$ cat config.mk
export PLATFORM = sky130hd
export DESIGN_NAME = capture_upsizer_deadlock_report
export DESIGN_NICKNAME = d
export VERILOG_FILES = /design/src/rtl/capture_upsizer_deadlock_pkg.sv /design/src/rtl/capture_upsizer_deadlock_timer.sv /design/src/rtl/capture_upsizer_deadlock_report.sv
export SDC_FILE = /design/constraint.sdc
export NUM_CORES = 1
export LEC_CHECK = 0
export BUFFER_PORTS_ARGS = -buffer_cell sky130_fd_sc_hd__buf_4
export CAP_MARGIN = 15
export CORE_UTILIZATION = 40
export DETAILED_ROUTE_END_ITERATION = 8
export GPL_TIMING_DRIVEN = 0
export PLACE_DENSITY_LB_ADDON = 0.12
export SYNTH_ARGS = -nofsm -noshare
export SYNTH_HDL_FRONTEND = slang
export SYNTH_SLANG_ARGS = --single-unit
$ cat constraint.sdc
create_clock -name clock -period 5.89 [get_ports clock]
set_input_delay 0.589 -clock clock [delete_from_list [all_inputs] [get_ports clock]]
set_output_delay 0.589 -clock clock [all_outputs]
set_load 0.05 [all_outputs]
$ cat src/rtl/capture_upsizer_deadlock_pkg.sv
// Shared types and helpers for the capture_upsizer deadlock report path.
//   state_t          : report FSM states
//   INFO_FIELD_W     : bits of monitor info per AXIS channel
//   field_blocked()  : collapse one info field to a per-channel blocked bit
package capture_upsizer_deadlock_pkg;

  typedef enum logic [1:0] {
    ST_IDLE   = 2'd0,
    ST_WATCH  = 2'd1,
    ST_REPORT = 2'd2,
    ST_HOLD   = 2'd3
  } state_t;

  localparam int unsigned INFO_FIELD_W = 2;

  // A channel counts as blocked when any bit of its info field is set.
  function automatic logic field_blocked(input logic [INFO_FIELD_W-1:0] field);
    return |field;
  endfunction

endpackage

$ cat src/rtl/capture_upsizer_deadlock_timer.sv
// Saturating consecutive-cycle counter for stall persistence.
// Ports:
//   clock, reset      : clock, async active-low reset
//   inc               : count this cycle (takes priority below clr)
//   clr               : return the count to zero
//   threshold         : persistence threshold; 0 behaves as 1
//   count_next_c      : count value this cycle would produce if incremented
//   hit_c             : incremented count has reached the effective threshold
module capture_upsizer_deadlock_timer #(
  parameter int unsigned CNT_W = 16
) (
  input  logic             clock,
  input  logic             reset,
  input  logic             inc,
  input  logic             clr,
  input  logic [CNT_W-1:0] threshold,
  output logic [CNT_W-1:0] count_next_c,
  output logic             hit_c
);

  logic [CNT_W-1:0] count;
  logic [CNT_W-1:0] thr_eff;

  // Saturate at all-ones rather than wrapping back to zero.
  assign count_next_c = (&count) ? count : count + CNT_W'(1);
  assign thr_eff      = (threshold == '0) ? CNT_W'(1) : threshold;
  // >= so a threshold lowered below the running count fires on the next blocked cycle.
  assign hit_c        = (count_next_c >= thr_eff);

  // Persistence counter
  always_ff @(posedge clock or negedge reset) begin
    if (!reset) begin
      count <= '0;
    end else if (clr) begin
      count <= '0;
    end else if (inc) begin
      count <= count_next_c;
    end
  end

endmodule

$ cat src/rtl/capture_upsizer_deadlock_report.sv
// Qualifies a persistent AXIS stall as a deadlock and hands a one-shot
// report to the debug/status register block over valid/ready.
// Optional feature: CAPTURE_UPSIZER_DEADLOCK_STAMP_EN adds a free-running
// cycle stamp latched into rpt_stamp at detection.
// Ports:
//   clock, reset      : clock, async active-low reset
//   block             : monitor's registered any-channel-blocked flag
//   axis_block_info   : 2 bits of info per channel
//   threshold         : consecutive blocked cycles to declare deadlock (0 -> 1)
//   clear             : synchronous clear of sticky flag and pending report
//   rpt_valid/ready   : report handshake
//   rpt_info          : info snapshot at detection
//   rpt_chan_mask     : per-channel blocked bits of the snapshot
//   rpt_count         : persistence count at detection
//   rpt_stamp         : cycle stamp at detection (stamp build only)
//   deadlock          : sticky deadlock-seen flag
module capture_upsizer_deadlock_report
  import capture_upsizer_deadlock_pkg::*;
#(
  parameter int unsigned NUM_CHAN = 2,
  parameter int unsigned CNT_W    = 16,
  parameter int unsigned STAMP_W  = 32
) (
  input  logic                           clock,
  input  logic                           reset,
  input  logic                           block,
  input  logic [INFO_FIELD_W*NUM_CHAN-1:0] axis_block_info,
  input  logic [CNT_W-1:0]               threshold,
  input  logic                           clear,
  output logic                           rpt_valid,
  input  logic                           rpt_ready,
  output logic [INFO_FIELD_W*NUM_CHAN-1:0] rpt_info,
  output logic [NUM_CHAN-1:0]            rpt_chan_mask,
  output logic [CNT_W-1:0]               rpt_count,
`ifdef CAPTURE_UPSIZER_DEADLOCK_STAMP_EN
  output logic [STAMP_W-1:0]             rpt_stamp,
`endif
  output logic                           deadlock
);

  localparam int unsigned INFO_W = INFO_FIELD_W * NUM_CHAN;

  if (NUM_CHAN < 1 || CNT_W < 1 || STAMP_W < 1) begin : g_param_check
    $error("capture_upsizer_deadlock_report: NUM_CHAN, CNT_W and STAMP_W must be >= 1");
  end

  state_t              state;
  logic                watching_c;
  logic                cnt_inc_c;
  logic                cnt_clr_c;
  logic [CNT_W-1:0]    count_next_c;
  logic                hit_c;
  logic [NUM_CHAN-1:0] mask_c;

  // Counting only happens while looking for a stall; any other situation zeroes it.
  assign watching_c = (state == ST_IDLE) || (state == ST_WATCH);
  assign cnt_inc_c  = watching_c && block && !clear;
  assign cnt_clr_c  = !cnt_inc_c;

  capture_upsizer_deadlock_timer #(
    .CNT_W (CNT_W)
  ) u_timer (
    .clock        (clock),
    .reset        (reset),
    .inc          (cnt_inc_c),
    .clr          (cnt_clr_c),
    .threshold    (threshold),
    .count_next_c (count_next_c),
    .hit_c        (hit_c)
  );

  // Per-channel blocked mask of the live info
  for (genvar k = 0; k < NUM_CHAN; k++) begin : g_mask
    assign mask_c[k] = field_blocked(axis_block_info[k*INFO_FIELD_W +: INFO_FIELD_W]);
  end

`ifdef CAPTURE_UPSIZER_DEADLOCK_STAMP_EN
  logic [STAMP_W-1:0] stamp;

  // Free-running cycle stamp, wraps naturally
  always_ff @(posedge clock or negedge reset) begin
    if (!reset) begin
      stamp <= '0;
    end else begin
      stamp <= stamp + STAMP_W'(1);
    end
  end
`endif

  // Report FSM and report registers
  always_ff @(posedge clock or negedge reset) begin
    if (!reset) begin
      state         <= ST_IDLE;
      rpt_valid     <= 1'b0;
      rpt_info      <= '0;
      rpt_chan_mask <= '0;
      rpt_count     <= '0;
`ifdef CAPTURE_UPSIZER_DEADLOCK_STAMP_EN
      rpt_stamp     <= '0;
`endif
      deadlock      <= 1'b0;
    end else if (clear) begin
      // Clear wins over everything, including a same-cycle acceptance.
      state     <= ST_IDLE;
      rpt_valid <= 1'b0;
      deadlock  <= 1'b0;
    end else begin
      case (state)
        ST_IDLE, ST_WATCH: begin
          if (!block) begin
            state <= ST_IDLE;
          end else if (hit_c) begin
            state         <= ST_REPORT;
            rpt_valid     <= 1'b1;
            deadlock      <= 1'b1;
            rpt_info      <= INFO_W'(axis_block_info);
            rpt_chan_mask <= mask_c;
            rpt_count     <= count_next_c;
`ifdef CAPTURE_UPSIZER_DEADLOCK_STAMP_EN
            rpt_stamp     <= stamp;
`endif
          end else begin
            state <= ST_WATCH;
          end
        end
        ST_REPORT: begin
          if (rpt_ready) begin
            state     <= ST_HOLD;
            rpt_valid <= 1'b0;
          end
        end
        ST_HOLD: begin
          // One report per stall episode: wait for the stall to end.
          if (!block) begin
            state <= ST_IDLE;
          end
        end
        default: begin
          state <= ST_IDLE;
        end
      endcase
    end
  end

endmodule

==> results of run 1 <==
-- power by group --
part | switching (W) | leakage (nW) | internal (W)
sequential | 0.00000197 | 0.534 | 0.000291
combinational | 0.0000282 | 0.944 | 0.0000209
clock | 0.0000984 | 0.0579 | 0.000125
total | 0.000129 | 1.54 | 0.000436
-- cell families (layout without fill, tap and decap cells) --
kind of cell               after synthesis  count (layout)  share of synthesized area (%)
AOI/OAI and AO/OA                       31              31                           8.82
xor gates and xnor gates                10              10                           3.67
adders and majority gates               17              17                           8.92
buffers and inverters                   38              94                           6.98
DFF                                     42              42                           44.1
muxes                                   25              25                           12.5
and+or+nand+nor                         67              67                           15.0
-- synthesized netlist by cell type --
cell type	number	area, um2
a2111oi_0	1	8.76
a211oi_1	1	7.51
a21o_1	1	7.51
a21oi_1	12	60.1
a221oi_1	2	17.5
a31o_2	2	17.5
a31oi_1	1	6.26
a31oi_4	1	21.3
a41o_1	1	10.0
and2_1	7	43.8
and3_1	2	12.5
buf_12	1	20.0
buf_6	1	11.3
clkbuf_1	1	3.75
dfrtp_1	42	1050
ha_1	17	213
inv_1	35	131
mux2_2	7	78.8
mux2_4	8	120
mux2i_1	10	100
nand2_1	10	37.5
nand2b_1	2	12.5
nand3_1	8	40.0
nand3b_1	1	7.51
nand4_1	4	25.0
nand4b_1	1	8.76
nor2_1	18	67.6
nor3_1	2	10.0
nor3_2	2	20.0
nor3b_1	1	7.51
nor4_1	5	31.3
o2111ai_1	1	8.76
o211ai_1	1	7.51
o21a_1	1	7.51
o21ai_0	6	30.0
or2_2	1	6.26
or3_1	2	12.5
or4b_4	1	13.8
xnor2_1	6	52.6
xor2_1	4	35.0
-- layout make-up --
class                      count  area, um2  area share (%)
tap                           72       90.1            3.06
clock buffer                   5       68.8            2.34
timing repair buffer          48        360            12.2
inverter                      35        131            4.46
buffer                         3       35.0            1.19
multi-input combinational    150       1170            39.6
clock inverter                 3       40.0            1.36
sequential                    42       1050            35.7
-- per-layer routing --
metal / track usage (%) / vias to the layer above / part of all wire (%)
met5: 0 / - / 0
met4: 4.36 / 0 / 0.85
met3: 4.25 / 4 / 3.1
met2: 25.8 / 37 / 45
met1: 25.5 / 859 / 51
li1: - / 900 / -
-- registers in the layout (all words and copies together) (netlist names) --
name / flops
deadlock: 1
state: 2
rpt_chan_mask: 2
rpt_count: 16
rpt_info: 4
u_timer.count: 16
rpt_valid: 1
-- stage by stage --
| stage | setup slack [ns] | std cells |
|---|---|---|
| after floorplan | 2.34 | 230 |
| after global placement | 1.84 | 350 |
| after detailed placement | 1.87 | 350 |
| after CTS | 1.86 | 358 |
| after global routing | 1.63 | 358 |
| final | 1.84 | 358 |
-- critical path, delay by kind of cell (launching register included) --
kind / cells / cell delay [ns]
flops: 1 / 0.42
simple gates: 5 / 1.58
mux: 1 / 0.29
compound gates: 2 / 0.60
buf+inv: 2 / 0.27
xor+xnor: 1 / 0.29
fa+ha+maj: 2 / 0.49
-- worst max path at each step --
| stage | slack, ns | startpoint | end | cells past startpoint |
|---|---|---|---|---|
| finish | 1.84 | u_timer.count[0] | rpt_count[12] | 13 |
| floorplan | 2.34 | u_timer.count[0] | rpt_count[12] | 13 |
| detailed placement | 1.87 | u_timer.count[0] | rpt_info[0] | 13 |
| CTS | 1.86 | u_timer.count[0] | rpt_info[2] | 13 |
| global placement | 1.84 | u_timer.count[0] | rpt_info[2] | 13 |
| global route | 1.63 | u_timer.count[0] | rpt_count[14] | 13 |
==> impl_metrics.env, run 1 <==
export IMPL_status="finished clean"
export IMPL_dp_hpwl_um=3910
export IMPL_cp_arrival_ns=4.23
export IMPL_h_tree_depth=2
export IMPL_ys_seq_area_share_pct=44.1
export IMPL_gp_congestion=0.777
export IMPL_cts_tree="done"
export IMPL_grt_pass1_vias=1690
export IMPL_fin_crit_ns=4.05
export IMPL_portBuffers=48
export IMPL_syn_area_per_cell_um2=10.4
export IMPL_min_path_type="in2async"
export IMPL_reg2reg_from="u_timer.count[0]"
export IMPL_ff2ff_setup_slack_ns=1.84
export IMPL_initial_core_util_pct=42.5
export IMPL_postSynthCellCount=230
export IMPL_p_total_w=0.000565
export IMPL_utilization_pct=52.5
export IMPL_fin_tns_setup_ns=0
export IMPL_layout_nets=327
export IMPL_antenna_found_initial=0
export IMPL_ys_ff_latch=42
export IMPL_vias_per_cell=5.03
export IMPL_areaGrowthSynthToFinish_pct=23.5
export IMPL_rows=27
export IMPL_wire_per_inst_um=14.2
export IMPL_crit_type="reg2reg"
export IMPL_final_common_cell="buf_4"
export IMPL_ir_drop_v=0.000106
export IMPL_ys_warn_count=0
export IMPL_via_count=1800
export IMPL_clk_pin_slew_worst_paths_ns=0.08
export IMPL_placed_cell_area_um2=2830
export IMPL_power_leakage_nw=1.54
export IMPL_stdcell_area_um2=2940
export IMPL_max_cap_viol_count=0
export IMPL_dr_pass1_iters=4
export IMPL_post_cts_resized=0
export IMPL_timing_fmax_mhz=247
export IMPL_finalSetupViolCount=0
export IMPL_clockRootBuffer="clkbuf_8"
export IMPL_syn_area_um2=2380
export IMPL_drive_gt1_share_pct=28.0
export IMPL_slew_headroom_pct=41.5
export IMPL_post_cts_buffers=0
export IMPL_ant_nets=0
export IMPL_ys_types=40
export IMPL_worst_path_most_repeated_cell="ha_1"
export IMPL_finalMaxSlewViolations=0
export IMPL_cp_data_required_time_ns=6.07
export IMPL_grt_start_max_net_pins=43
export IMPL_startpoint_type="register"
export IMPL_synth_nets=272
export IMPL_fp_dieW_um=79.2
export IMPL_crit_path_end_kind="register"
export IMPL_grt_remaining_overflow=0
export IMPL_hold_violations=0
export IMPL_drtIter0Drc=145
export IMPL_finalCritPeriodShare_pct=68.7
export IMPL_layout_common_cells="buf_4, dfrtp_1, inv_1"
export IMPL_num_fill_cells=550
export IMPL_r2r_end="rpt_count[12]"
export IMPL_clock_sinks=42
export IMPL_drc=0
export IMPL_cp_slowest_stage_delay_ns=0.53
export IMPL_cts_path_max_buffers=2
export IMPL_tightest_slew_ns=0.871
export IMPL_hold_worst_slack_ns=0.274
export IMPL_cts_hold_buf=0
export IMPL_grt_pass1_wl_um=8270
export IMPL_cts_buffers=5
export IMPL_wirelength_um=5080
export IMPL_ioPinCount=49
export IMPL_die_h_um=79.2
export IMPL_worst_skew_pair_late_latency_ns=0.29
export IMPL_path_max_fanout=10
export IMPL_rsz0062_at_grt="false"
export IMPL_grt_usage_pct=17.5
export IMPL_crit_slowest_cell="or3_1"
export IMPL_coreArea_um2=5610
export IMPL_antennaDiodeCount=0
export IMPL_power_density_nw_per_um2=192
export IMPL_crit_chain="ha_1, nand3_1, or3_1, o2111ai_1, xor2_1, inv_1, ha_1, nand2_1, nor3_2, or4b_4, a31oi_4, buf_12, mux2_4"
export IMPL_dieArea_um2=6270
export IMPL_ff2ff_path_depth=13
export IMPL_finClkSkew_ns=0.00593
No activity file was read; power rests on OpenSTA's default activity.
==> run 2, diff against run 1 <==
- ABC_AREA: unset -> 1
- clock period: 5.89 -> 3.59 ns (I/O delays scaled with it)
==> impl_metrics.env, run 2 <==
export IMPL_finalCritPeriodShare_pct=84.0
export IMPL_switching_share_pct=23.9
export IMPL_layout_nets=432
export IMPL_ir_drop_v=0.000155
export IMPL_cp_arrival_ns=3.19
export IMPL_ys_warn_count=0
export IMPL_portBuffers=48
export IMPL_status="finished clean"
export IMPL_combPwrFrac_pct=8.6
export IMPL_slew_headroom_pct=63.0
export IMPL_fin_tns_setup_ns=0
export IMPL_ff2ff_path_depth=20
export IMPL_postSynthCellCount=335
export IMPL_antenna_found_initial=0
export IMPL_path_max_fanout=10
export IMPL_wirelength_um=6120
export IMPL_synth_top_family_by_area="simple AND/OR/NAND/NOR gates"
export IMPL_p_sw_w=0.000207
export IMPL_cts_path_max_buffers=2
export IMPL_yosysTopAreaCellShare_pct=41.2
export IMPL_crit_type="reg2reg"
export IMPL_cts_buffers=5
export IMPL_synth_main_ff_cell="dfrtp_1"
export IMPL_cts_tree="done"
export IMPL_clock_sinks=42
export IMPL_grt_usage_pct=20.2
export IMPL_grt_pass1_vias=2201
export IMPL_h_tree_depth=2
export IMPL_worst_skew_pair_late_latency_ns=0.30
export IMPL_areaGrowthSynthToFinish_pct=21.4
export IMPL_drtIter0Drc=112
export IMPL_dieArea_um2=6700
export IMPL_stdcell_area_um2=3100
export IMPL_synth_xor_area_share_pct=3.09
export IMPL_r2r_end="state[1]"
export IMPL_syn_area_per_cell_um2=7.61
export IMPL_ys_types=27
export IMPL_placed_cell_area_um2=3000
export IMPL_layout_common_cells="nand2_1, buf_4, dfrtp_1"
export IMPL_startpoint_type="register"
export IMPL_grt_pass1_wl_um=10100
export IMPL_syn_area_um2=2550
export IMPL_power_density_nw_per_um2=280
export IMPL_ys_ff_latch=42
export IMPL_synth_compound_area_share_pct=5.69
export IMPL_final_common_cell="nand2_1"
export IMPL_dr_pass1_iters=4
export IMPL_synth_mux_area_share_pct=0
export IMPL_finalSetupViolCount=0
export IMPL_drive_gt1_share_pct=21.2
export IMPL_antennaDiodeCount=0
export IMPL_via_count=2259
export IMPL_seqPwrFrac_pct=54.9
export IMPL_grt_remaining_overflow=0
export IMPL_post_cts_resized=0
export IMPL_clockRootBuffer="clkbuf_8"
export IMPL_clockPowerShare_pct=36.5
export IMPL_synthArstFlopShare_pct=100
export IMPL_internal_power_w=0.000661
export IMPL_die_h_um=81.8
export IMPL_timing_fmax_mhz=332
export IMPL_finalMaxSlewViolations=0
export IMPL_reg2reg_from="u_timer.count[0]"
export IMPL_dp_hpwl_um=4700
export IMPL_synthSimpleGateAreaFrac_pct=33.3
export IMPL_min_path_type="in2async"
export IMPL_grt_start_max_net_pins=43
export IMPL_hold_violations=0
export IMPL_yosys_area_top_type="dfrtp_1"
export IMPL_rsz0062_at_grt="false"
export IMPL_ioPinCount=49
export IMPL_synth_most_common_cell="nand2_1"
export IMPL_num_fill_cells=599
export IMPL_p_total_w=0.000868
export IMPL_cts_hold_buf=0
export IMPL_hold_worst_slack_ns=0.0445
export IMPL_cp_data_required_time_ns=3.77
export IMPL_power_leakage_nw=1.76
export IMPL_yosys_top_cells_count="nand2_1, dfrtp_1, inv_1"
export IMPL_max_cap_viol_count=0
export IMPL_synthAdderAreaFrac_pct=8.34
export IMPL_crit_path_end_kind="register"
export IMPL_wire_per_inst_um=13.1
export IMPL_post_cts_buffers=0
export IMPL_ys_top_cells_by_area="dfrtp_1, nand2_1, ha_1"
export IMPL_initial_core_util_pct=42.3
export IMPL_fin_crit_ns=3.01
export IMPL_ys_seq_area_share_pct=41.2
export IMPL_finClkSkew_ns=0.00568
export IMPL_ant_nets=0
export IMPL_rows=28
export IMPL_reg_top3="rpt_count (16), u_timer.count (16), rpt_info (4)"
export IMPL_tightest_slew_ns=0.554
export IMPL_coreArea_um2=6030
export IMPL_ff2ff_setup_slack_ns=0.58
export IMPL_drc=0
export IMPL_synth_nets=377
export IMPL_clk_pin_slew_worst_paths_ns=0.08
export IMPL_utilization_pct=51.4
export IMPL_vias_per_cell=4.85
export IMPL_gp_congestion=0.845
export IMPL_synth_edf_count=0
export IMPL_fp_dieW_um=81.8
[run 2: cell types whose count changed after synthesis, moves of 5 or more]
cell     change
a21oi_1      +7
and2_1       -7
buf_2        +7
inv_1        +5
mux2_2       -7
mux2_4       -8
mux2i_1     -10
nand2_1     +88
nand2_2      +8
nand3_1     +23
nor2_1      +12
[run 2: metrics by stage]
stage / instances / worst slack [ns]
after floorplan: 335 / 1.06
after global placement: 458 / 0.613
after detailed placement: 458 / 0.570
after CTS: 466 / 0.560
after global routing: 466 / 0.216
final: 466 / 0.576
[run 2: kinds of logic after synthesis]
family	after synthesis
simple gates	189
xor+xnor	9
compound gates	27
buf+inv	51
fa+ha+maj	17
flops	42
[run 2: metal layers]
layer | global-route usage [%] | routed length [um] | vias to the layer above
met3 | 4.22 | 221 | 11
li1 | - | - | 1176
met1 | 27.4 | 3020 | 1026
met5 | 0 | 0 | -
met4 | 7.19 | 108 | 0
met2 | 31.5 | 2770 | 46
[run 2: worst max path at each step]
stage	start	end	slack, ns
2_1_floorplan	u_timer.count[0]	state[1]	1.06
3_3_place_gp	u_timer.count[0]	state[1]	0.61
3_5_place_dp	u_timer.count[0]	state[1]	0.57
4_1_cts	u_timer.count[0]	state[1]	0.56
5_1_grt	u_timer.count[0]	rpt_count[5]	0.22
6_report	u_timer.count[0]	state[1]	0.58
[run 2: layout make-up]
type	instances	area (um2)	share of cell area, %
Buffer	9	53.8	1.74
Clock buffer	7	86.3	2.79
Clock inverter	1	5.00	0.162
Inverter	42	160	5.17
Multi-Input combinational cell	242	1280	41.5
Sequential cell	42	1050	34.0
Tap cell	75	93.8	3.03
Timing Repair Buffer	48	360	11.6
[run 2: critical path, cell delays in order (launching register included)]
cell and delay, ns:
dfrtp_1 0.40, ha_1 0.18, nand2_1 0.08, nor2_2 0.19
nand2_2 0.13, nor2_4 0.19, inv_4 0.09, nor2_1 0.13
nor2_1 0.10, ha_1 0.31, nand2_1 0.07, nand2_1 0.05
nand2_1 0.05, nand2_1 0.04, nand2_1 0.05, nand2_1 0.06
nand2_1 0.07, nand2_2 0.13, nand2_1 0.22, buf_2 0.26
nand3_1 0.09
[run 2: power groups by stage]
| stage | Sequential (W) | Clock (W) | Combinational, W |
|---|---|---|---|
| after floorplan | 0.000485 | 0 | 0.0000330 |
| after global placement | 0.000485 | 0 | 0.0000741 |
| after detailed placement | 0.000485 | 0 | 0.0000754 |
| after CTS | 0.000476 | 0.000333 | 0.0000758 |
| after global routing | 0.000476 | 0.000348 | 0.0000847 |
| final | 0.000476 | 0.000317 | 0.0000747 |
